`src/rtl/sparc_win_pkg.sv`:
```
// Shared window geometry, sequencer state encoding and mod-N window stepping.
// Latency: n/a (types, constants and pure functions only).
// Backpressure: n/a.
package sparc_win_pkg;

  localparam int NWINDOWS = 4;
  localparam int CWP_W    = 2;

  typedef enum logic [2:0] {
    IDLE    = 3'd0,
    CHECK   = 3'd1,
    SP_RD   = 3'd2,
    SP_WR   = 3'd3,
    FL_MEM  = 3'd4,
    FL_WR   = 3'd5,
    UPD_WIM = 3'd6,
    DONE    = 3'd7
  } state_t;

  // Next window up, wrapping NWINDOWS-1 back to 0.
  function automatic logic [CWP_W-1:0] win_inc(input logic [CWP_W-1:0] w);
    return (w == CWP_W'(NWINDOWS - 1)) ? '0 : w + CWP_W'(1);
  endfunction

  // Next window down, wrapping 0 back to NWINDOWS-1.
  function automatic logic [CWP_W-1:0] win_dec(input logic [CWP_W-1:0] w);
    return (w == '0) ? CWP_W'(NWINDOWS - 1) : w - CWP_W'(1);
  endfunction

endpackage

```
`src/rtl/win_rotate.sv`:
```
// Target window for a SAVE/RESTORE and the one-hot WIM marking the window beyond it.
// Latency: purely combinational.
// Backpressure: none.
module win_rotate
  import sparc_win_pkg::*;
(
  input  logic                is_save,
  input  logic [CWP_W-1:0]    cwp,
  output logic [CWP_W-1:0]    tgt,
  output logic [NWINDOWS-1:0] next_mask
);

  logic [CWP_W-1:0] beyond;

  // SAVE moves down one window, RESTORE moves up; the new invalid window is one further on.
  always_comb begin
    tgt       = is_save ? win_dec(cwp) : win_inc(cwp);
    beyond    = is_save ? win_dec(tgt) : win_inc(tgt);
    next_mask = '0;
    next_mask[beyond] = 1'b1;
  end

endmodule

```
`src/rtl/window_spill_fill_ctrl.sv`:
```
// Window overflow/underflow sequencer: spills or fills 16 windowed registers, then rotates WIM.
// Latency: no trap -> done 2 cycles after request; trap -> 35 cycles plus one per mem_mfc wait cycle.
// Backpressure: mem_req/addr/wdata held until mem_mfc; requests while busy are dropped.
module window_spill_fill_ctrl
  import sparc_win_pkg::*;
#(
  parameter int DATA_W = 32,
  parameter int NREGS  = 16
) (
  input  logic                Clk,
  input  logic                RESET_n,
  input  logic                save_req,
  input  logic                restore_req,
  input  logic [CWP_W-1:0]    cwp_in,
  input  logic [NWINDOWS-1:0] wim_in,
  input  logic [DATA_W-1:0]   base_addr,
  output logic                busy,
  output logic                done,
  output logic                trapped,
  output logic                err,
  output logic [CWP_W-1:0]    rf_win,
  output logic [3:0]          rf_idx,
  output logic                rf_rd_en,
  output logic                rf_wr_en,
  output logic [DATA_W-1:0]   rf_wdata,
  input  logic [DATA_W-1:0]   rf_rdata,
  output logic                mem_req,
  output logic                mem_we,
  output logic [DATA_W-1:0]   mem_addr,
  output logic [DATA_W-1:0]   mem_wdata,
  input  logic [DATA_W-1:0]   mem_rdata,
  input  logic                mem_mfc,
  output logic [NWINDOWS-1:0] wim_out,
  output logic                wim_we
);

  localparam int               IDX_W    = 4;
  localparam logic [IDX_W-1:0] LAST_IDX = IDX_W'(NREGS - 1);

  state_t              state, state_n;
  logic [IDX_W-1:0]    cnt;
  logic [CWP_W-1:0]    tgt_q, req_tgt;
  logic [NWINDOWS-1:0] wim_q, wim_new_q, req_mask;
  logic [DATA_W-1:0]   base_q, data_q;
  logic                save_q, trap_q, sp_first, err_q;
  logic                accept, last;

  assign accept = (state == IDLE) && (save_req ^ restore_req);
  assign last   = (cnt == LAST_IDX);

  win_rotate u_rot (
    .is_save   (save_req),
    .cwp       (cwp_in),
    .tgt       (req_tgt),
    .next_mask (req_mask)
  );

  // Sequencer transitions; memory states stall on mem_mfc.
  always_comb begin
    state_n = state;
    case (state)
      IDLE:    if (accept) state_n = CHECK;
      CHECK:   if (!wim_q[tgt_q]) state_n = DONE;
               else if (save_q)   state_n = SP_RD;
               else               state_n = FL_MEM;
      SP_RD:   state_n = SP_WR;
      SP_WR:   if (mem_mfc) state_n = last ? UPD_WIM : SP_RD;
      FL_MEM:  if (mem_mfc) state_n = FL_WR;
      FL_WR:   state_n = last ? UPD_WIM : FL_MEM;
      UPD_WIM: state_n = DONE;
      DONE:    state_n = IDLE;
      default: state_n = IDLE;
    endcase
  end

  // State, request snapshot, word counter and the data holding register.
  always_ff @(posedge Clk or negedge RESET_n) begin
    if (!RESET_n) begin
      state     <= IDLE;
      cnt       <= '0;
      tgt_q     <= '0;
      wim_q     <= '0;
      wim_new_q <= '0;
      base_q    <= '0;
      data_q    <= '0;
      save_q    <= 1'b0;
      trap_q    <= 1'b0;
      sp_first  <= 1'b0;
      err_q     <= 1'b0;
    end else begin
      state    <= state_n;
      err_q    <= (state == IDLE) && save_req && restore_req;
      sp_first <= (state == SP_RD);
      if (accept) begin
        tgt_q     <= req_tgt;
        wim_q     <= wim_in;
        wim_new_q <= req_mask;
        base_q    <= base_addr & ~DATA_W'(3);
        save_q    <= save_req;
        cnt       <= '0;
      end
      if (state == CHECK) trap_q <= wim_q[tgt_q];
      if (((state == SP_WR) && mem_mfc && !last) || ((state == FL_WR) && !last))
        cnt <= cnt + IDX_W'(1);
      // Register read data is only guaranteed in the first SP_WR cycle, so hold it for stalls.
      if ((state == SP_WR) && sp_first)
        data_q <= rf_rdata;
      else if ((state == FL_MEM) && mem_mfc)
        data_q <= mem_rdata;
    end
  end

  // Moore outputs decoded from state; everything idles at zero so reset clears them at once.
  always_comb begin
    busy      = (state != IDLE);
    done      = (state == DONE);
    trapped   = (state == DONE) && trap_q;
    err       = err_q;
    rf_rd_en  = (state == SP_RD);
    rf_wr_en  = (state == FL_WR);
    rf_win    = '0;
    rf_idx    = '0;
    rf_wdata  = '0;
    mem_req   = (state == SP_WR) || (state == FL_MEM);
    mem_we    = (state == SP_WR);
    mem_addr  = '0;
    mem_wdata = '0;
    wim_we    = (state == UPD_WIM);
    wim_out   = '0;
    if (rf_rd_en || rf_wr_en) begin
      rf_win = tgt_q;
      rf_idx = cnt;
    end
    if (rf_wr_en) rf_wdata = data_q;
    if (mem_req)  mem_addr = base_q + (DATA_W'(cnt) << 2);
    if (mem_we)   mem_wdata = sp_first ? rf_rdata : data_q;
    if (wim_we)   wim_out = wim_new_q;
  end

endmodule

```
`config.mk`:
```
export PLATFORM = sky130hd
export DESIGN_NAME = window_spill_fill_ctrl
export DESIGN_NICKNAME = d
export VERILOG_FILES = /design/src/rtl/sparc_win_pkg.sv /design/src/rtl/win_rotate.sv /design/src/rtl/window_spill_fill_ctrl.sv
export SDC_FILE = /design/constraint.sdc
export NUM_CORES = 1
export LEC_CHECK = 0
export BUFFER_PORTS_ARGS = -buffer_cell sky130_fd_sc_hd__clkbuf_2
export CAP_MARGIN = 20
export CORE_MARGIN = 2
export CORE_UTILIZATION = 50
export CTS_BUF_LIST = sky130_fd_sc_hd__clkbuf_8
export CTS_CLUSTER_DIAMETER = 40
export DETAILED_ROUTE_END_ITERATION = 8
export PLACE_DENSITY = 0.83
export SETUP_SLACK_MARGIN = 0.1
export SLEW_MARGIN = 15
export SYNTH_ARGS = -nofsm -noshare
export SYNTH_HDL_FRONTEND = slang
export SYNTH_SLANG_ARGS = --single-unit
```
`constraint.sdc`:
```
create_clock -name Clk -period 3.1 [get_ports Clk]
set_clock_uncertainty 0.05 [all_clocks]
set_input_delay 0 -clock Clk [delete_from_list [all_inputs] [get_ports Clk]]
set_output_delay 0 -clock Clk [all_outputs]
set_load 0.01 [all_outputs]
```
==> reports/results.txt <==
The worst path in the final design needs a cycle of 2890 ps, including I/O delays and setup. The detailed router put a total of 6590 um of wire on met1. Counting along the longest clock path gives a buffer depth of 2.

The worst setup path is captured at a primary output. The clock edge transition at the registers on the reported setup and hold paths works out to 80 ps. The flow ran to the end, and the final reports show no timing, DRC or antenna violations. In this run the critical register-to-register path is launched from state[2].

Clock buffer count from CTS: 9. The core region is 10400 um2. In this run the worst path has a maximum fanout of 5. In the synthesized netlist the dominant register cell turns out to be sky130_fd_sc_hd__dfrtp_1.

Tracing the worst setup path back leads to its startpoint at base_q[2]. The clock tree synthesis step divided the H-tree into 3 levels. Setup repair after global routing left no endpoint under its margin. The maximum number of pins on one net before global-route repair is 65. The synthesized netlist contains 60 unique library cells. Summing all multi-input logic gate instances after layout gives 3100 um2. The number of max-capacitance violations reported is 0, and the initial antenna violation count is 0. The maximum achievable frequency is 0.346 GHz.

Traced cell by cell, the critical path runs through ha_1 > inv_1 > fa_1 > or2b_4 > a21o_4 > or4_2 > a21oi_1 > clkbuf_2. For this configuration, the core starts out at a cell density of 51.8%. After detailed routing, the number of vias per cell comes to 5.45.

The number of pins with negative max-slew slack in the final report was 0; the mapped cell area was 5400 um2. The run gives 11600 um2 as the die area. The synthesis-to-layout area growth is 45.6%.

The worst-margin pin slew came out at 811 ps. The total number of yosys warnings was 0; the number of rows in the core area was 37. The flip-flop and latch area is 2080 um2, and the number of instances in the placed design is 901. Summed over all layers, the routed wires come to 16900 um. The tools report the via count of the first global-routing pass as 5665. The average instance in the mapped netlist occupies 9.34 um2. The run gives 0 ps as the summed negative setup slack over all endpoints.

Setup violations remaining at the end of the flow were counted as 0. TritonCTS built the clock tree. VDD sags by at most 0.456 mV.

The endpoint identified for the worst register-to-register timing path is data_q[2]. The share of the cycle needed by the critical path after routing was 93.3%; the number of failing hold endpoints at the final stage was 0. The final route contains 5583 vias.

The final net count came out at 1002. The antenna violation net count after detailed routing was 0. Following the worst setup path forward leads to its endpoint at mem_addr[12]. The total overflow left after global routing is 0. The synthesized design contains 0 enable-type register cells.

The post-DP HPWL was 10500 um. For this block, the initial DRC count from the detailed router was 398. Routed signal wires occupy layers up through met4.

On the worst path, the slowest cell contributes a delay of 640 ps. The tools report the sequential element share of the synthesized area as 38.5%. The leakage power summed over all cells was 3.93 nW. The tools report the clock tree root buffer cell as sky130_fd_sc_hd__clkbuf_8. The type of the setup path with the least slack was reg -> out. Data arrives at the worst endpoint at 2840 ps. In this run the number of cells on the critical path is 8.

In the final routed layout, each cell accounts on average for 16.5 um. The post-synthesis instance total was 578; the worst reg-to-reg path cell count was 7. Cell area power density: 769 nW/um2.

The run gives 26700 um as the wire length of the first global-routing pass. Summed over all nets, wire length on met2 after detailed routing comes to 8740 um. Together, buffers and inverters on the worst path number 2.

The relative slew slack was 46.0%. Path type of the worst min-delay path: in -> reg. The finished layout holds 1025 standard cells, fillers aside.

The height of the chip works out to 108 um. For this run, design rule violations remaining after detail routing come to 0. The fraction of layout instances using a drive strength above 1 is 34.1%, and the clock latency reported for the late side of the worst-skew pair is 360 ps.

At the worst endpoint, the required time is 3050 ps. The I/O pin count is 222. STA classifies the critical path startpoint as a register.

Port buffering added 217 buffers. Summed over all nets, wire length on met3 after detailed routing comes to 1190 um. The library cell used most frequently in the layout, excluding fill and tap cells, is sky130_fd_sc_hd__clkbuf_2. For this run, the total global-route usage over all layers was measured as 29.0%. The library cells used most frequently in the layout, excluding fill and tap cells, are 216 x sky130_fd_sc_hd__clkbuf_2, 104 x sky130_fd_sc_hd__dlygate4sd3_1, 82 x sky130_fd_sc_hd__dfrtp_1. Final-layout fill cell count: 688. The routability congestion estimate is 0.856. The cell type group with the largest total delay on the critical path was simple AND/OR/NAND/NOR gates. The floorplan step set the die width to 108 um. For this run, the detailed router's first-pass iteration total came to 5. The cell with the biggest individual delay on the critical path is sky130_fd_sc_hd__or4_2.

For this run, asynchronously set or reset flops after synthesis account for 100%. The clock drives 83 sinks. The synthesized design contains 83 register bits. The worst register-to-register path has a setup slack of 350 ps.

Antenna cell count: 0.
[cells by family (layout without fill, tap and decap cells)]
logic type	Yosys count	count (layout)	synth area share [%]
flops	83	83	38.5
mux	112	112	21.9
buf+inv	56	366	5.05
xor+xnor	7	7	1.14
fa+ha+maj	10	10	2.46
simple gates	218	218	21.0
compound gates	91	91	9.89
other cells	1	2	0.0694
[final cells by class]
type / instances / area share [%]
multi-input combinational: 440 / 39.4
inverter: 15 / 0.716
tap: 136 / 2.16
clock inverter: 5 / 0.907
sequential: 83 / 26.4
timing repair buffer: 336 / 28.7
clock buffer: 10 / 1.75
[stage by stage]
| stage | area [um2] | hold slack [ps] | util (%) | worst slack, ps | total power [mW] |
|---|---|---|---|---|---|
| after floorplan | 5400 | -346 | - | 626 | 3.96 |
| after global placement | 6550 | 74.8 | 62.9 | 419 | 4.77 |
| after detailed placement | 6550 | 96.8 | 62.9 | 346 | 4.94 |
| after CTS | 7860 | 12.9 | 75.4 | 115 | 5.96 |
| after global routing | 7860 | 37.1 | 75.5 | 106 | 6.49 |
| final | 7860 | 29.4 | 75.5 | 209 | 6.05 |
[per-layer routing]
metal | GRT usage, % | vias to the layer above
met5 | 0 | -
met4 | 10.3 | 0
met3 | 6.66 | 45
met2 | 51.9 | 267
met1 | 33.9 | 2640
li1 | - | 2631
[timing repair]
| item | in CTS | in global routing |
|---|---|---|
| endpoints found under the setup margin | 3 | 9 |
| hold buffers | 104 | 0 |
| resized for setup | 1 | 2 |
| setup buffers | 5 | 0 |
| endpoints found under the hold margin | 133 | 0 |
| pin swaps | 1 | 0 |
[worst min-delay path by stage]
stage | start | end | slack, ps | depth (start not counted)
2_1_floorplan | RESET_n | base_q[10] | -350 | 0
3_3_place_gp | RESET_n | data_q[10] | 70 | 1
3_5_place_dp | RESET_n | base_q[26] | 100 | 1
4_1_cts | cwp_in[0] | wim_new_q[3] | 10 | 3
5_1_grt | cwp_in[0] | wim_new_q[3] | 40 | 3
6_report | cwp_in[0] | wim_new_q[3] | 30 | 3
[worst min-delay path: cells and delay by family]
kind	cells	cell delay, ps
adder cells (fa/ha/maj)	1	140
buffers and inverters	1	120
multiplexers	1	140
[sequential cells by signal (all words and copies together) (netlist names), 2 cells and up]
signal     count
data_q        32
base_q        30
cnt            4
wim_new_q      4
wim_q          4
state          3
tgt_q          2
[cells in the mapped netlist (2+ instances only)]
library cell               number  area, um2
sky130_fd_sc_hd__and2_1        38        238
sky130_fd_sc_hd__ha_1           9        113
sky130_fd_sc_hd__nor2_1        44        165
sky130_fd_sc_hd__o31ai_1       11       82.6
sky130_fd_sc_hd__nand3_1       10       50.1
sky130_fd_sc_hd__nand4_1        2       12.5
sky130_fd_sc_hd__buf_2          6       30.0
sky130_fd_sc_hd__or4_2          2       17.5
sky130_fd_sc_hd__nand3b_1       2       15.0
sky130_fd_sc_hd__or3_1          6       37.5
sky130_fd_sc_hd__buf_4          2       15.0
sky130_fd_sc_hd__and4_1         2       17.5
sky130_fd_sc_hd__mux2i_1       72        721
sky130_fd_sc_hd__or4_1          8       60.1
sky130_fd_sc_hd__nor4_1         8       50.1
sky130_fd_sc_hd__a22oi_1        2       15.0
sky130_fd_sc_hd__a21oi_1       20        100
sky130_fd_sc_hd__xor2_1         2       17.5
sky130_fd_sc_hd__nand2_1       60        225
sky130_fd_sc_hd__nand2b_1      12       75.1
sky130_fd_sc_hd__xnor2_1        5       43.8
sky130_fd_sc_hd__nor2b_1        6       37.5
sky130_fd_sc_hd__dfrtp_1       83       2080
sky130_fd_sc_hd__and3_1         5       31.3
sky130_fd_sc_hd__a21o_1         2       15.0
sky130_fd_sc_hd__buf_1          4       15.0
sky130_fd_sc_hd__a31oi_1        2       12.5
sky130_fd_sc_hd__o21ai_0       42        210
sky130_fd_sc_hd__and3b_1        2       17.5
sky130_fd_sc_hd__buf_6          3       33.8
sky130_fd_sc_hd__mux2_2        39        439
sky130_fd_sc_hd__clkbuf_1      23       86.3
sky130_fd_sc_hd__inv_1         14       52.6
sky130_fd_sc_hd__a211oi_1       3       22.5
sky130_fd_sc_hd__clkbuf_8       2       27.5
[report_power, final]
group / internal [mW] / total [mW] / switching [mW] / leakage, nW
registers: 1.59 / 2.14 / 0.549 / 1.03
logic: 1.40 / 3.07 / 1.67 / 2.79
clock network: 0.463 / 0.844 / 0.380 / 0.116
total: 3.45 / 6.05 / 2.60 / 3.93
Power figures use the tool's default switching activity.
